`src/rtl/ysyx_23060332_wb_arb_pkg.sv`:
```
// Shared widths, pointer encodings and small helpers for the writeback arbiter
// and its load scoreboard.
package ysyx_23060332_wb_arb_pkg;

    localparam int RegAddrBus = 5;
    localparam int RegDataBus = 32;
    localparam int RegNum     = 1 << RegAddrBus;

    typedef enum logic {
        PTR_EXU = 1'b0,
        PTR_LSU = 1'b1
    } ptr_e;

    typedef struct packed {
        logic [RegAddrBus-1:0] addr;
        logic [RegDataBus-1:0] data;
    } wb_req_t;

    // x0 is hardwired: it is never written and never tracked as pending.
    function automatic logic addr_nonzero(input logic [RegAddrBus-1:0] a);
        return a != '0;
    endfunction

endpackage

```
`src/rtl/ysyx_23060332_scoreboard.sv`:
```
// Pending-load scoreboard: one busy bit per register, set by load issue,
// cleared by LSU writeback, with a read-port hazard check.
module ysyx_23060332_scoreboard
    import ysyx_23060332_wb_arb_pkg::*;
(
    input  logic                  clk,
    input  logic                  rst,
    input  logic                  set_en,
    input  logic [RegAddrBus-1:0] set_idx,
    input  logic                  clr_en,
    input  logic [RegAddrBus-1:0] clr_idx,
    input  logic [RegAddrBus-1:0] query_idx,
    output logic                  query_busy,
    input  logic [RegAddrBus-1:0] raddr1,
    input  logic [RegAddrBus-1:0] raddr2,
    output logic                  hazard
);

    logic [RegNum-1:0] busy_q;
    logic [RegNum-1:0] busy_d;

    genvar gi;
    generate
        for (gi = 0; gi < RegNum; gi++) begin : g_busy
            logic set_hit;
            logic clr_hit;

            assign set_hit = set_en && addr_nonzero(set_idx) && (set_idx == RegAddrBus'(gi));
            assign clr_hit = clr_en && (clr_idx == RegAddrBus'(gi));

            // A new load to the same register outranks the older load retiring.
            assign busy_d[gi] = set_hit ? 1'b1 : (clr_hit ? 1'b0 : busy_q[gi]);
        end
    endgenerate

    always_ff @(posedge clk) begin
        if (rst) begin
            busy_q <= '0;
        end else begin
            busy_q <= busy_d;
        end
    end

    assign query_busy = busy_q[query_idx];

    // No bypass: a load completing this cycle still reports a hazard until next cycle.
    assign hazard = (addr_nonzero(raddr1) && busy_q[raddr1]) ||
                    (addr_nonzero(raddr2) && busy_q[raddr2]);

endmodule

```
`src/rtl/ysyx_23060332_wb_arb.sv`:
```
// Writeback arbiter: round-robin merge of EXU and LSU results onto one registered
// regfile write port, with a load scoreboard guarding issue and operand reads.
module ysyx_23060332_wb_arb
    import ysyx_23060332_wb_arb_pkg::*;
(
    input  logic                  clk,
    input  logic                  rst,
    input  logic                  exu_valid,
    output logic                  exu_ready,
    input  logic [RegAddrBus-1:0] exu_waddr,
    input  logic [RegDataBus-1:0] exu_wdata,
    input  logic                  lsu_valid,
    output logic                  lsu_ready,
    input  logic [RegAddrBus-1:0] lsu_waddr,
    input  logic [RegDataBus-1:0] lsu_wdata,
    input  logic                  iss_valid,
    output logic                  iss_ready,
    input  logic [RegAddrBus-1:0] iss_rd,
    input  logic [RegAddrBus-1:0] raddr1,
    input  logic [RegAddrBus-1:0] raddr2,
    output logic                  hazard,
    output logic                  reg_wen,
    output logic [RegAddrBus-1:0] waddr,
    output logic [RegDataBus-1:0] wdata
);

    ptr_e                  ptr_q;
    ptr_e                  ptr_d;
    logic                  exu_fire;
    logic                  lsu_fire;
    logic                  iss_fire;
    logic                  contended;
    logic                  rd_busy;
    wb_req_t               gnt_req;
    logic                  reg_wen_q;
    logic                  reg_wen_d;
    logic [RegAddrBus-1:0] waddr_q;
    logic [RegAddrBus-1:0] waddr_d;
    logic [RegDataBus-1:0] wdata_q;
    logic [RegDataBus-1:0] wdata_d;

    // Ready depends only on the other side's valid and the pointer, never on own valid.
    always_comb begin
        exu_ready = 1'b0;
        lsu_ready = 1'b0;
        if (!rst) begin
            exu_ready = !lsu_valid || (ptr_q == PTR_EXU);
            lsu_ready = !exu_valid || (ptr_q == PTR_LSU);
        end
    end

    assign exu_fire  = exu_valid && exu_ready;
    assign lsu_fire  = lsu_valid && lsu_ready;
    assign contended = exu_valid && lsu_valid;

    always_comb begin
        ptr_d = ptr_q;
        if (contended && !rst) begin
            ptr_d = exu_fire ? PTR_LSU : PTR_EXU;
        end
    end

    always_ff @(posedge clk) begin
        if (rst) begin
            ptr_q <= PTR_EXU;
        end else begin
            ptr_q <= ptr_d;
        end
    end

    always_comb begin
        gnt_req.addr = exu_waddr;
        gnt_req.data = exu_wdata;
        if (lsu_fire) begin
            gnt_req.addr = lsu_waddr;
            gnt_req.data = lsu_wdata;
        end

        reg_wen_d = 1'b0;
        waddr_d   = waddr_q;
        wdata_d   = wdata_q;
        if (exu_fire || lsu_fire) begin
            reg_wen_d = addr_nonzero(gnt_req.addr);
            waddr_d   = gnt_req.addr;
            wdata_d   = gnt_req.data;
        end
    end

    always_ff @(posedge clk) begin
        if (rst) begin
            reg_wen_q <= 1'b0;
            waddr_q   <= '0;
            wdata_q   <= '0;
        end else begin
            reg_wen_q <= reg_wen_d;
            waddr_q   <= waddr_d;
            wdata_q   <= wdata_d;
        end
    end

    // Masking with rst kills a write that was registered just before reset rose.
    assign reg_wen = reg_wen_q && !rst;
    assign waddr   = rst ? '0 : waddr_q;
    assign wdata   = rst ? '0 : wdata_q;

    assign iss_ready = !rst && !rd_busy;
    assign iss_fire  = iss_valid && iss_ready;

    ysyx_23060332_scoreboard u_scoreboard (
        .clk        (clk),
        .rst        (rst),
        .set_en     (iss_fire),
        .set_idx    (iss_rd),
        .clr_en     (lsu_fire),
        .clr_idx    (lsu_waddr),
        .query_idx  (iss_rd),
        .query_busy (rd_busy),
        .raddr1     (raddr1),
        .raddr2     (raddr2),
        .hazard     (hazard)
    );

endmodule

```
`config.mk`:
```
export PLATFORM = sky130hd
export DESIGN_NAME = ysyx_23060332_wb_arb
export DESIGN_NICKNAME = d
export VERILOG_FILES = /design/src/rtl/ysyx_23060332_wb_arb_pkg.sv /design/src/rtl/ysyx_23060332_scoreboard.sv /design/src/rtl/ysyx_23060332_wb_arb.sv
export SDC_FILE = /design/constraint.sdc
export NUM_CORES = 1
export LEC_CHECK = 0
export CORE_UTILIZATION = 42
export DETAILED_ROUTE_END_ITERATION = 8
export GPL_ROUTABILITY_DRIVEN = 0
export MAX_ROUTING_LAYER = met4
export PLACE_DENSITY = 0.83
export SLEW_MARGIN = 20
export SYNTH_ARGS = -nofsm -noshare
export SYNTH_HDL_FRONTEND = slang
export SYNTH_SLANG_ARGS = --single-unit
```
`constraint.sdc`:
```
create_clock -name clk -period 2 [get_ports clk]
set_clock_uncertainty 0.05 [all_clocks]
set_input_delay 0.4 -clock clk [delete_from_list [all_inputs] [get_ports clk]]
set_output_delay 0.4 -clock clk [all_outputs]
set_load 0.1 [all_outputs]
```
==> reports/results.ini, run 1 <==
[logic_synthesis]
yosysWarnings=0
synth_area_um2=4120
syn_inst=515
synth_ff_type=dfxtp_1
synth_area_per_cell_um2=8.00
synth-edff-count=0
syn-num-nets=609
synth.lib_cells_used.distinct=41
synth_sequential_area_ratio_pct=34.5
yosys_register_bits=71
ys_async_sr_fraction_pct=0

[detailed_routing]
drt_iter0_drc=371
drc=0
detail_route.vias_per_cell=5.84
detailroute.via_count=4928
antenna_violating_nets_post_route=0
firstDrtPassIters=5
drt_wl_total_um=15500
post_drt_wl_per_cell_um=18.3

[finish]
multi_input_comb_area_um2=2800
nFillCells=603
finish.net_count=804
synthToLayoutAreaGrowth_pct=73.5
mostFrequentLayoutCells=nand2_1, clkdlybuf4s50_1, buf_4
area.sequential_um2=1430
antenna_cells=0
most_common_cell_after_layout_fill_and_taps_aside=nand2_1
drive_above_1_share_pct=33.3
final_cell_count_no_fill=844

[min_path]
timing.hold.worst.class=reg2reg

[global_routing]
globalRouteTotalUtil_pct=31.2
largest_net_degree_at_the_start_of_global_routing=53
use_met1_pct=32.9
use_met2_pct=53.1
grt_first_pass_wirelength_um=23500
antenna_found_initial=0
via_count_of_the_first_global_routing_pass=4995
globalRouteMet3Util_pct=8.95
globalRouteOverflowTotal=0
top_usage_layer_grt=met2

[clock_network]
cts.reportedPaths.clkPinSlew_ps=80
cts_bufs_inserted=9
clk-insertion-delay-late_ps=350
clock_sinks=71
root_buffer=clkbuf_8
max-clock-path-buffers=2
clock_tree_from_tritoncts=done
cts_max_level=3

[sta]
fin_ws_ps=-659
slew_headroom_pct=47.3
max_clock_freq_ghz=0.376
worst_pin_slew_ps=789
finalSetupTns_ps=-1110
grt_setup_unrepaired=true
timing.final.crit_period_ps=2660
finalCritPeriodShare_pct=133
setup_viol=3
count_of_final_max_slew_check_failures=0
timing.hold.ws_ps=427
report.final.hold_viol_count=0

[pwr]
p_leak_uw=0.00283
vdd_drop_max_v=0.000398
comb_power_share_pct=33.6
pwr-share-clk_pct=28.0
internal_power_uw=2610
pwr_per_cell_area_nw_per_um2=554
sequentialPowerShare_pct=38.4
power_uw=3960
power.switching_uw=1350
sw_ratio_pct=34.2

[floorplan]
design.die.area_um2=10200
floorplan.io_pins=136
chipWidth_um=101
start_util_pct=44.0
design.core.area_um2=9370
standard_cell_rows=35
die_h_um=101

[setup_path]
nature_of_the_critical_path_endpoint=output port
crit_path_start_kind=flop
cpLargestDelayFamily=multiplexers
timing.setup.critical_path_class=reg2out
worst_path_most_repeated_cell=mux4_2
crit_path_max_incr_delay_ps=480
critical_path_top_delay_cell=mux4_2
path_max_fanout=2
cp_data_arrival_time_ps=2210
cp_data_required_time_ps=1550
cp_cell_sequence=mux4_2 > mux4_2 > nor2b_4 > a211oi_4 > buf_12
cp_num_buf_inv=1

[job]
maxCapViolations=0

[placed_design]
port_buffers=135
dp_hpwl_um=11700
placed_cells_incl_taps=823
post-place-ws_ps=-1160

[outcome]
violated_checks=setup timing
run_status=complete, but fails checks

## cell usage after synthesis, types with 2 or more instances
cell	n	area (um^2)
nand2_1	115	432
clkbuf_1	35	131
nor2b_1	42	263
o211ai_1	5	37.5
nor2_1	42	158
a21oi_1	36	180
a211oi_1	2	15.0
nand3_1	4	20.0
mux4_2	19	428
or4_1	2	15.0
or2_2	2	12.5
mux2i_1	7	70.1
buf_2	7	35.0
nand4b_1	2	17.5
dfxtp_1	71	1420
o21ai_0	34	170
nor3_1	7	35.0
mux4_1	2	52.6
mux2_2	2	22.5
inv_1	9	33.8
or3_1	5	31.3
nand2b_1	7	43.8
a311oi_1	38	333
a31oi_1	3	18.8
## worst paths after layout
check	startpoint	depth (start not counted)	endpoint	slack [ps]
setup / recovery	u_scoreboard.busy_q[0]	5	iss_ready	-660
hold / removal	u_scoreboard.busy_q[0]	1	u_scoreboard.busy_q[0]	430
setup reg to reg	u_scoreboard.busy_q[15]	7	u_scoreboard.busy_q[13]	230
hold reg to reg	u_scoreboard.busy_q[0]	1	u_scoreboard.busy_q[0]	430
## registers in the layout, summed over array words and instances (netlist names)
signal and flops:
wdata_q 32, u_scoreboard.busy_q 32, ptr_q 1, reg_wen_q 1, waddr_q 5
## repair_timing
item	CTS	global route
setup buffers	4	1
pin swaps	7	7
setup endpoints to repair	39	3
hold buffers	0	0
resized for setup	27	16
## kinds of logic (layout without fill, tap and decap cells)
logic type                Yosys count  after routing  share of synthesized area (%)
DFF                                71             71                           34.5
and+or+nand+nor                   234            234                           26.0
muxes                              30             30                           13.9
AOI/OAI and AO/OA                 126            126                           20.1
buffers and inverters              53            253                           5.22
xor gates and xnor gates            1              1                          0.213
## power groups by stage
stage	sequential, uW	combinational (uW)	clock, uW
6_report	1520	1330	1110
5_1_grt	1530	1390	1180
4_1_cts	1520	1320	1110
3_5_place_dp	1550	1310	0
3_3_place_gp	1550	1280	0
2_1_floorplan	1540	732	0
## cell type report
type | count | area share (%)
Clock inverter | 5 | 0.543
Sequential cell | 71 | 20.0
Multi-Input combinational cell | 391 | 39.1
Clock buffer | 11 | 2.12
Tap cell | 129 | 2.26
Timing Repair Buffer | 228 | 35.4
Inverter | 9 | 0.473
## stage by stage
step	instance area (um^2)	utilization, %
floorplan	4420	-
global placement	6870	73.3
detailed placement	6870	73.3
CTS	7100	75.7
global route	7150	76.3
finish	7150	76.3
## worst register-to-register path: cells and delay by family, from the launching register on
kind | cells | cell delay, ps
muxes | 1 | 480
and+or+nand+nor | 2 | 280
DFF | 1 | 330
buffers and inverters | 3 | 440
AOI/OAI and AO/OA | 1 | 140
## per-layer routing
| layer | vias up | part of all wire (%) |
|---|---|---|
| met5 | - | 0 |
| met4 | 0 | 3.7 |
| met3 | 61 | 9.4 |
| met2 | 304 | 51 |
| met1 | 2339 | 36 |
| li1 | 2224 | - |
No activity file was read; power rests on OpenSTA's default activity.
==> run 2: changes to the inputs <==
- CTS_BUF_LIST: default -> sky130_fd_sc_hd__clkbuf_4 sky130_fd_sc_hd__clkbuf_8 sky130_fd_sc_hd__clkbuf_16
==> results of run 2 <==
No change in the layout: final DEF, timing and power equal those of run 1.
==> run 3: changes to the inputs <==
- CAP_MARGIN: default -> 5
==> results of run 3 <==
No change in the layout: final DEF, timing and power equal those of run 1.
